===== src/rtl/rv32i_regfile_sb_if.sv =====
// rtl/rv32i_regfile_sb_if.sv - operand read, issue reservation and writeback bundle for the RV32I register file
interface rv32i_regfile_sb_if #(
    parameter int XLEN  = 32,
    parameter int NREGS = 32,
    parameter int NRD   = 2
);
    localparam int AW = $clog2(NREGS);

    logic [NRD*AW-1:0]   rd_addr;
    logic [NRD*XLEN-1:0] rd_data;
    logic [NRD-1:0]      rd_busy;
    logic                iss_valid;
    logic [AW-1:0]       iss_rd;
    logic                iss_ready;
    logic                wb_enable;
    logic [AW-1:0]       wb_reg;
    logic [XLEN-1:0]     wb_data;
    logic [NREGS-1:0]    busy_vec;
    logic                wb_err;

    modport master (
        output rd_addr, iss_valid, iss_rd, wb_enable, wb_reg, wb_data,
        input  rd_data, rd_busy, iss_ready, busy_vec, wb_err
    );

    modport slave (
        input  rd_addr, iss_valid, iss_rd, wb_enable, wb_reg, wb_data,
        output rd_data, rd_busy, iss_ready, busy_vec, wb_err
    );
endinterface


===== src/rtl/rv32i_regfile_sb.sv =====
// rtl/rv32i_regfile_sb.sv - RV32I integer register file with write bypass and per-register pending-write scoreboard
module rv32i_regfile_sb #(
    parameter int XLEN   = 32,
    parameter int NREGS  = 32,
    parameter int NRD    = 2,
    parameter int CNTW   = 2,
    parameter int BYPASS = 1
) (
    input  logic              clk,
    input  logic              reset,
    rv32i_regfile_sb_if.slave bus
);
    localparam int              AW      = $clog2(NREGS);
    localparam logic [CNTW-1:0] CNT_MAX = '1;

    logic [XLEN-1:0]     regs    [NREGS];
    logic [CNTW-1:0]     cnt     [NREGS];
    logic [CNTW-1:0]     cnt_nxt [NREGS];
    logic [NREGS-1:0]    acc_hit;
    logic [NREGS-1:0]    ret_hit;
    logic                wb_err_q;
    logic                err_set;
    logic                iss_acc;
    logic                wb_live;
    logic [AW-1:0]       a;
    logic [NRD*XLEN-1:0] rd_data_c;
    logic [NRD-1:0]      rd_busy_c;
    logic [NREGS-1:0]    busy_c;

    assign wb_live       = bus.wb_enable && (bus.wb_reg != '0);
    assign bus.iss_ready = (bus.iss_rd == '0) || (cnt[bus.iss_rd] != CNT_MAX);
    assign iss_acc       = bus.iss_valid && bus.iss_ready && (bus.iss_rd != '0);

    // A reservation and a retirement of the same register cancel out.
    always_comb begin
        err_set = 1'b0;
        acc_hit = '0;
        ret_hit = '0;
        for (int r = 0; r < NREGS; r++) begin
            acc_hit[r] = iss_acc && (bus.iss_rd == AW'(r));
            ret_hit[r] = wb_live && (bus.wb_reg == AW'(r));
        end
        for (int r = 0; r < NREGS; r++) begin
            cnt_nxt[r] = cnt[r];
            if (acc_hit[r] && !ret_hit[r]) begin
                cnt_nxt[r] = cnt[r] + CNTW'(1);
            end else if (!acc_hit[r] && ret_hit[r]) begin
                if (cnt[r] != '0) begin
                    cnt_nxt[r] = cnt[r] - CNTW'(1);
                end else begin
                    err_set = 1'b1;
                end
            end
        end
    end

    always_ff @(posedge clk or negedge reset) begin
        if (!reset) begin
            for (int r = 0; r < NREGS; r++) begin
                regs[r] <= '0;
                cnt[r]  <= '0;
            end
            wb_err_q <= 1'b0;
        end else begin
            if (wb_live) begin
                regs[bus.wb_reg] <= bus.wb_data;
            end
            for (int r = 0; r < NREGS; r++) begin
                cnt[r] <= cnt_nxt[r];
            end
            if (err_set) begin
                wb_err_q <= 1'b1;
            end
        end
    end

    // Forwarding is suppressed while reset is held so reads show the cleared array.
    always_comb begin
        rd_data_c = '0;
        rd_busy_c = '0;
        a         = '0;
        for (int i = 0; i < NRD; i++) begin
            a = bus.rd_addr[i*AW +: AW];
            if (a != '0) begin
                if ((BYPASS != 0) && reset && bus.wb_enable && (bus.wb_reg == a)) begin
                    rd_data_c[i*XLEN +: XLEN] = bus.wb_data;
                end else begin
                    rd_data_c[i*XLEN +: XLEN] = regs[a];
                end
                rd_busy_c[i] = (cnt[a] != '0) &&
                               !(bus.wb_enable && (bus.wb_reg == a) && (cnt[a] == CNTW'(1)));
            end
        end
    end

    always_comb begin
        busy_c = '0;
        for (int r = 1; r < NREGS; r++) begin
            busy_c[r] = (cnt[r] != '0);
        end
    end

    assign bus.rd_data  = rd_data_c;
    assign bus.rd_busy  = rd_busy_c;
    assign bus.busy_vec = busy_c;
    assign bus.wb_err   = wb_err_q;
endmodule

===== src/flat_wrapper.sv =====
// flat-port wrapper written by rule: the top's interface ports become plain ports
module rv32i_regfile_sb_flat 
#(
    parameter int XLEN   = 32,
    parameter int NREGS  = 32,
    parameter int NRD    = 2,
    parameter int CNTW   = 2,
    parameter int BYPASS = 1
)
  (clk, reset, bus_rd_addr, bus_iss_valid, bus_iss_rd, bus_wb_enable, bus_wb_reg, bus_wb_data, bus_rd_data, bus_rd_busy, bus_iss_ready, bus_busy_vec, bus_wb_err);
  rv32i_regfile_sb_if #(.XLEN(XLEN), .NREGS(NREGS), .NRD(NRD)) bus_i ();
  input  logic clk;
  input  logic reset;
  input wire logic [$bits(bus_i.rd_addr)-1:0] bus_rd_addr;
  input wire logic [$bits(bus_i.iss_valid)-1:0] bus_iss_valid;
  input wire logic [$bits(bus_i.iss_rd)-1:0] bus_iss_rd;
  input wire logic [$bits(bus_i.wb_enable)-1:0] bus_wb_enable;
  input wire logic [$bits(bus_i.wb_reg)-1:0] bus_wb_reg;
  input wire logic [$bits(bus_i.wb_data)-1:0] bus_wb_data;
  output wire logic [$bits(bus_i.rd_data)-1:0] bus_rd_data;
  output wire logic [$bits(bus_i.rd_busy)-1:0] bus_rd_busy;
  output wire logic [$bits(bus_i.iss_ready)-1:0] bus_iss_ready;
  output wire logic [$bits(bus_i.busy_vec)-1:0] bus_busy_vec;
  output wire logic [$bits(bus_i.wb_err)-1:0] bus_wb_err;
  assign bus_i.rd_addr = bus_rd_addr;
  assign bus_i.iss_valid = bus_iss_valid;
  assign bus_i.iss_rd = bus_iss_rd;
  assign bus_i.wb_enable = bus_wb_enable;
  assign bus_i.wb_reg = bus_wb_reg;
  assign bus_i.wb_data = bus_wb_data;
  assign bus_rd_data = bus_i.rd_data;
  assign bus_rd_busy = bus_i.rd_busy;
  assign bus_iss_ready = bus_i.iss_ready;
  assign bus_busy_vec = bus_i.busy_vec;
  assign bus_wb_err = bus_i.wb_err;
  rv32i_regfile_sb #(.XLEN(XLEN), .NREGS(NREGS), .NRD(NRD), .CNTW(CNTW), .BYPASS(BYPASS)) u_core (.clk(clk), .reset(reset), .bus(bus_i));
endmodule

===== config.mk =====
export PLATFORM = sky130hd
export DESIGN_NAME = rv32i_regfile_sb_flat
export DESIGN_NICKNAME = d
export VERILOG_FILES = /design/src/rtl/rv32i_regfile_sb_if.sv /design/src/rtl/rv32i_regfile_sb.sv /design/src/flat_wrapper.sv
export SDC_FILE = /design/constraint.sdc
export NUM_CORES = 2
export LEC_CHECK = 0
export BUFFER_PORTS_ARGS = -buffer_cell sky130_fd_sc_hd__buf_2
export CORE_ASPECT_RATIO = 1.5
export CORE_MARGIN = 5
export CORE_UTILIZATION = 30
export DETAILED_ROUTE_END_ITERATION = 10
export PLACE_DENSITY = 0.48
export SLEW_MARGIN = 0
export SYNTH_ARGS = -nofsm -noshare
export SYNTH_HDL_FRONTEND = slang
export SYNTH_SLANG_ARGS = --single-unit

===== constraint.sdc =====
create_clock -name clk -period 5.4 [get_ports clk]
set_input_delay 0.54 -clock clk [delete_from_list [all_inputs] [get_ports clk]]
set_output_delay 0.54 -clock clk [all_outputs]
set_load 0.01 [all_outputs]

==> out/metrics.csv <==
stage;metric;value;unit
routing;dr.pass1.iters;7;
sta;tightest_slew;1.215;ns
placement;gp_congestion;0.8417;
hold_path;hold_path_class;primary input to flop;
routing;drc;0;
hold_path;holdPathStages;3;
sta;setup_violations;0;
grt;grt_pass1_wl;333.3;mm
grt;grt_max_degree;162;
critical_path;timing.rr.end;u_core.bus.wb_err$_DFFE_PN0P_;
routing;post_drt_wl_per_cell;31.39;µm
clock_network;clk_latency;0.76;ns
placement;portBuffers;154;
cells_and_area;final_cell_mix;dfrtp_1 (1089), mux2_2 (969), mux4_2 (485), nand2_1 (306), mux2i_1 (270);
critical_path;worstSetupPathType;primary input to output port;
routing;postRouteAntennaNets;0;
sta;fin_tns_setup;0;ns
critical_path;reg2reg_from;u_core.cnt[31]$_DFFE_PN0P_;
critical_path;crit_required;4.86;ns
logic_synthesis;ys_types;71;
power;power.density;352.1;nW/µm²
sta;rsz0062_at_grt;false;
logic_synthesis;synth-edff-count;0;
floorplan;core_area;205700;µm²
placement;placed_cells;7124;
cells_and_area;n_fill_cell;20150;
logic_synthesis;synth_fa_ha_area_share;1.331;%
logic_synthesis;synth_simple_gate_area_share;5.511;%
critical_path;crit_arrival;3.72;ns
logic_synthesis;synth_compound_area_share;5.533;%
hold_path;min_to;u_core.regs[401]$_DFFE_PN0P_;
sta;drv_slew;0;
clock_network;cts_root_buf;clkbuf_16;
routing;drtIter0Drc;3584;
power;p_total;24.55;mW
logic_synthesis;yosys_register_bits;1089;
critical_path;start_kind;primary input;
grt;grt_usage;20.97;%
clock_network;cts.path.max_buffers;3;
floorplan;die_h;566.9;µm
logic_synthesis;synth_cells;4616;
critical_path;crit_family;buffers and inverters;
sta;post-route-period-util;78.81;%
critical_path;reg2reg_setup_slack;1.61;ns
critical_path;reg2reg_depth;11;
logic_synthesis;ys_async_sr_fraction;100.0;%
critical_path;critPathBufInv;5;
grt;overflow;0;
critical_path;path_cells;dlygate4sd3_1 -> buf_8 -> inv_1 -> or3_1 -> nor2_4 -> buf_4 -> o2bb2ai_1 -> buf_2;
floorplan;io_pins;156;
clock_network;htreeDepth;3;
floorplan;die_w;381.3;µm
sta;slew_headroom;18.22;%
run;cap_violations;0;
routing;viasPerCell;5.758;
cells_and_area;drive_gt1_share;42.93;%
logic_synthesis;synth-seq-area-share;43.93;%
hold_path;hp-start;bus_wb_data[17];
power;ir_drop;0.2638;mV
clock_network;cts_buffers;119;
logic_synthesis;synthMuxAreaShare;39.63;%
floorplan;num_rows;204;
sta;setup_ws;1.144;ns
critical_path;worstSetupEndpointType;output port;
floorplan;die-area;216100;µm²
critical_path;critPathMaxStageDelay;0.73;ns
logic_synthesis;synth-main-ff-cell;dfrtp_1;
routing;wl;230.9;mm
cells_and_area;finalNetCount;4690;
sta;hold_violations;0;
sta;whs;0.2746;ns
grt;grt_pass1_vias;44180;
placement;dp_hpwl;134.5;mm
cells_and_area;area_growth;12.40;%
clock_network;cts_tree;built;
clock_network;cts.sinks;1089;
logic_synthesis;ys.warnings.count;0;
sta;fin_crit;4.256;ns
sta;skew;0.02635;ns
cells_and_area;utilization;33.89;%
critical_path;crit_fanout;44;
routing;routed-via-count;42360;
cells_and_area;final_area;69720;µm²
clock_network;clkSlewWorstSetupHoldPaths;0.06;ns
placement;post-place-ws;1.049;ns
critical_path;worst_path_max_delay_cell;nor2_4;
run_status;outcome;finished clean;
logic_synthesis;synth_top_family_by_area;multiplexers;
floorplan;start_util;30.15;%
placement;placed_cell_area;65730;µm²
clock_network;cts_resized;0;
logic_synthesis;synth.avg_cell_area;13.44;µm²
logic_synthesis;syn-cell-area;62030;µm²
sta;fmax;235.0;MHz
power;cellLeakagePower;30.48;nW
logic_synthesis;synth_xor_area_share;0.1553;%
cells_and_area;layout_commonest_cell;dfrtp_1;
cells_and_area;fin_cells;7356;
grt;antenna_found_initial;20;
## power by group
group | total, mW | switching, mW | internal [mW]
registers | 10.9 | 1.19 | 9.69
logic | 5.30 | 2.34 | 2.96
clock network | 8.36 | 3.60 | 4.76
total | 24.5 | 7.13 | 17.4
## cells in the mapped netlist, types with 10 or more instances
| cell | n | area (µm²) |
|---|---|---|
| dfrtp_1 | 1089 | 27250 |
| mux2_2 | 969 | 10910 |
| mux4_2 | 485 | 10920 |
| nand2_1 | 320 | 1201 |
| clkbuf_1 | 286 | 1074 |
| mux2i_1 | 270 | 2703 |
| o21ai_0 | 106 | 530.5 |
| buf_2 | 105 | 525.5 |
| nor2_1 | 84 | 315.3 |
| nor2b_1 | 74 | 462.9 |
| inv_1 | 67 | 251.5 |
| ha_1 | 66 | 825.8 |
| a21oi_1 | 62 | 310.3 |
| a221oi_1 | 58 | 508.0 |
| and3_1 | 39 | 244.0 |
| nand3_1 | 39 | 195.2 |
| o22ai_1 | 38 | 237.7 |
| a211o_1 | 32 | 280.3 |
| a211oi_1 | 30 | 225.2 |
| a221o_1 | 29 | 290.3 |
| buf_4 | 29 | 217.7 |
| nor3_1 | 28 | 140.1 |
| buf_1 | 25 | 93.84 |
| nor4b_1 | 24 | 210.2 |
| buf_6 | 19 | 214.0 |
| a32oi_1 | 17 | 148.9 |
| and2_1 | 17 | 106.4 |
| nor3b_1 | 17 | 127.6 |
| or2_2 | 17 | 106.4 |
| a22oi_1 | 16 | 120.1 |
| o2bb2ai_1 | 16 | 140.1 |
| nand2b_1 | 13 | 81.33 |
| xnor2_1 | 11 | 96.34 |
| a21o_1 | 10 | 75.07 |
## logic make-up (layout without fill, tap and decap cells)
logic type | count (synthesis) | in the layout
other cells | 2 | 15
compound gates | 483 | 483
xor+xnor | 11 | 11
fa+ha+maj | 66 | 66
buf+inv | 537 | 586
simple gates | 700 | 700
mux | 1728 | 1728
flops | 1089 | 1089
## worst max-delay path by stage
stage,slack [ns],start,endpoint,cells past startpoint
5_1_grt,0.98,reset,bus_rd_data[43],8
2_1_floorplan,2.27,bus_iss_rd[1],u_core.bus.wb_err$_DFFE_PN0P_,13
4_1_cts,1.04,bus_rd_addr[5],bus_rd_data[49],8
3_3_place_gp,0.96,bus_rd_addr[5],bus_rd_data[49],8
6_report,1.14,reset,bus_rd_data[43],8
3_5_place_dp,1.05,bus_rd_addr[5],bus_rd_data[49],8
## layer usage
metal / part of all wire (%) / GRT usage, % / vias up
li1: - / - / 17450
met1: 43 / 28.57 / 23150
met2: 47 / 33.98 / 1399
met3: 6.1 / 3.440 / 349
met4: 3.7 / 7.322 / 14
met5: 0.036 / 0 / -
## repair_timing
action                                  CTS  global route
hold buffers                              1             0
endpoints found under the setup margin    0             0
buffers inserted                          0             0
hold endpoints to repair                 39             0
## layout make-up
| class | instances | area [µm²] | area share (%) |
|---|---|---|---|
| antenna | 10 | 25.02 | 0.03589 |
| clock buffer | 187 | 3606 | 5.172 |
| clock inverter | 34 | 345.3 | 0.4953 |
| inverter | 72 | 280.3 | 0.4020 |
| multi-input combinational | 2993 | 32700 | 46.90 |
| sequential | 1089 | 27250 | 39.09 |
| tap | 2678 | 3351 | 4.806 |
| timing repair buffer | 293 | 2165 | 3.105 |
## state kept, by name, summed over array words and instances (netlist names)
| register | count |
|---|---|
| u_core.cnt | 64 |
| u_core.bus.wb_err | 1 |
| u_core.regs | 1024 |
## worst min-delay path: cells and delay by family
kind | cells | cell delay, ns
buffers and inverters | 1 | 0.27
and+or+nand+nor | 2 | 0.17
No activity file was read; power rests on OpenSTA's default activity.
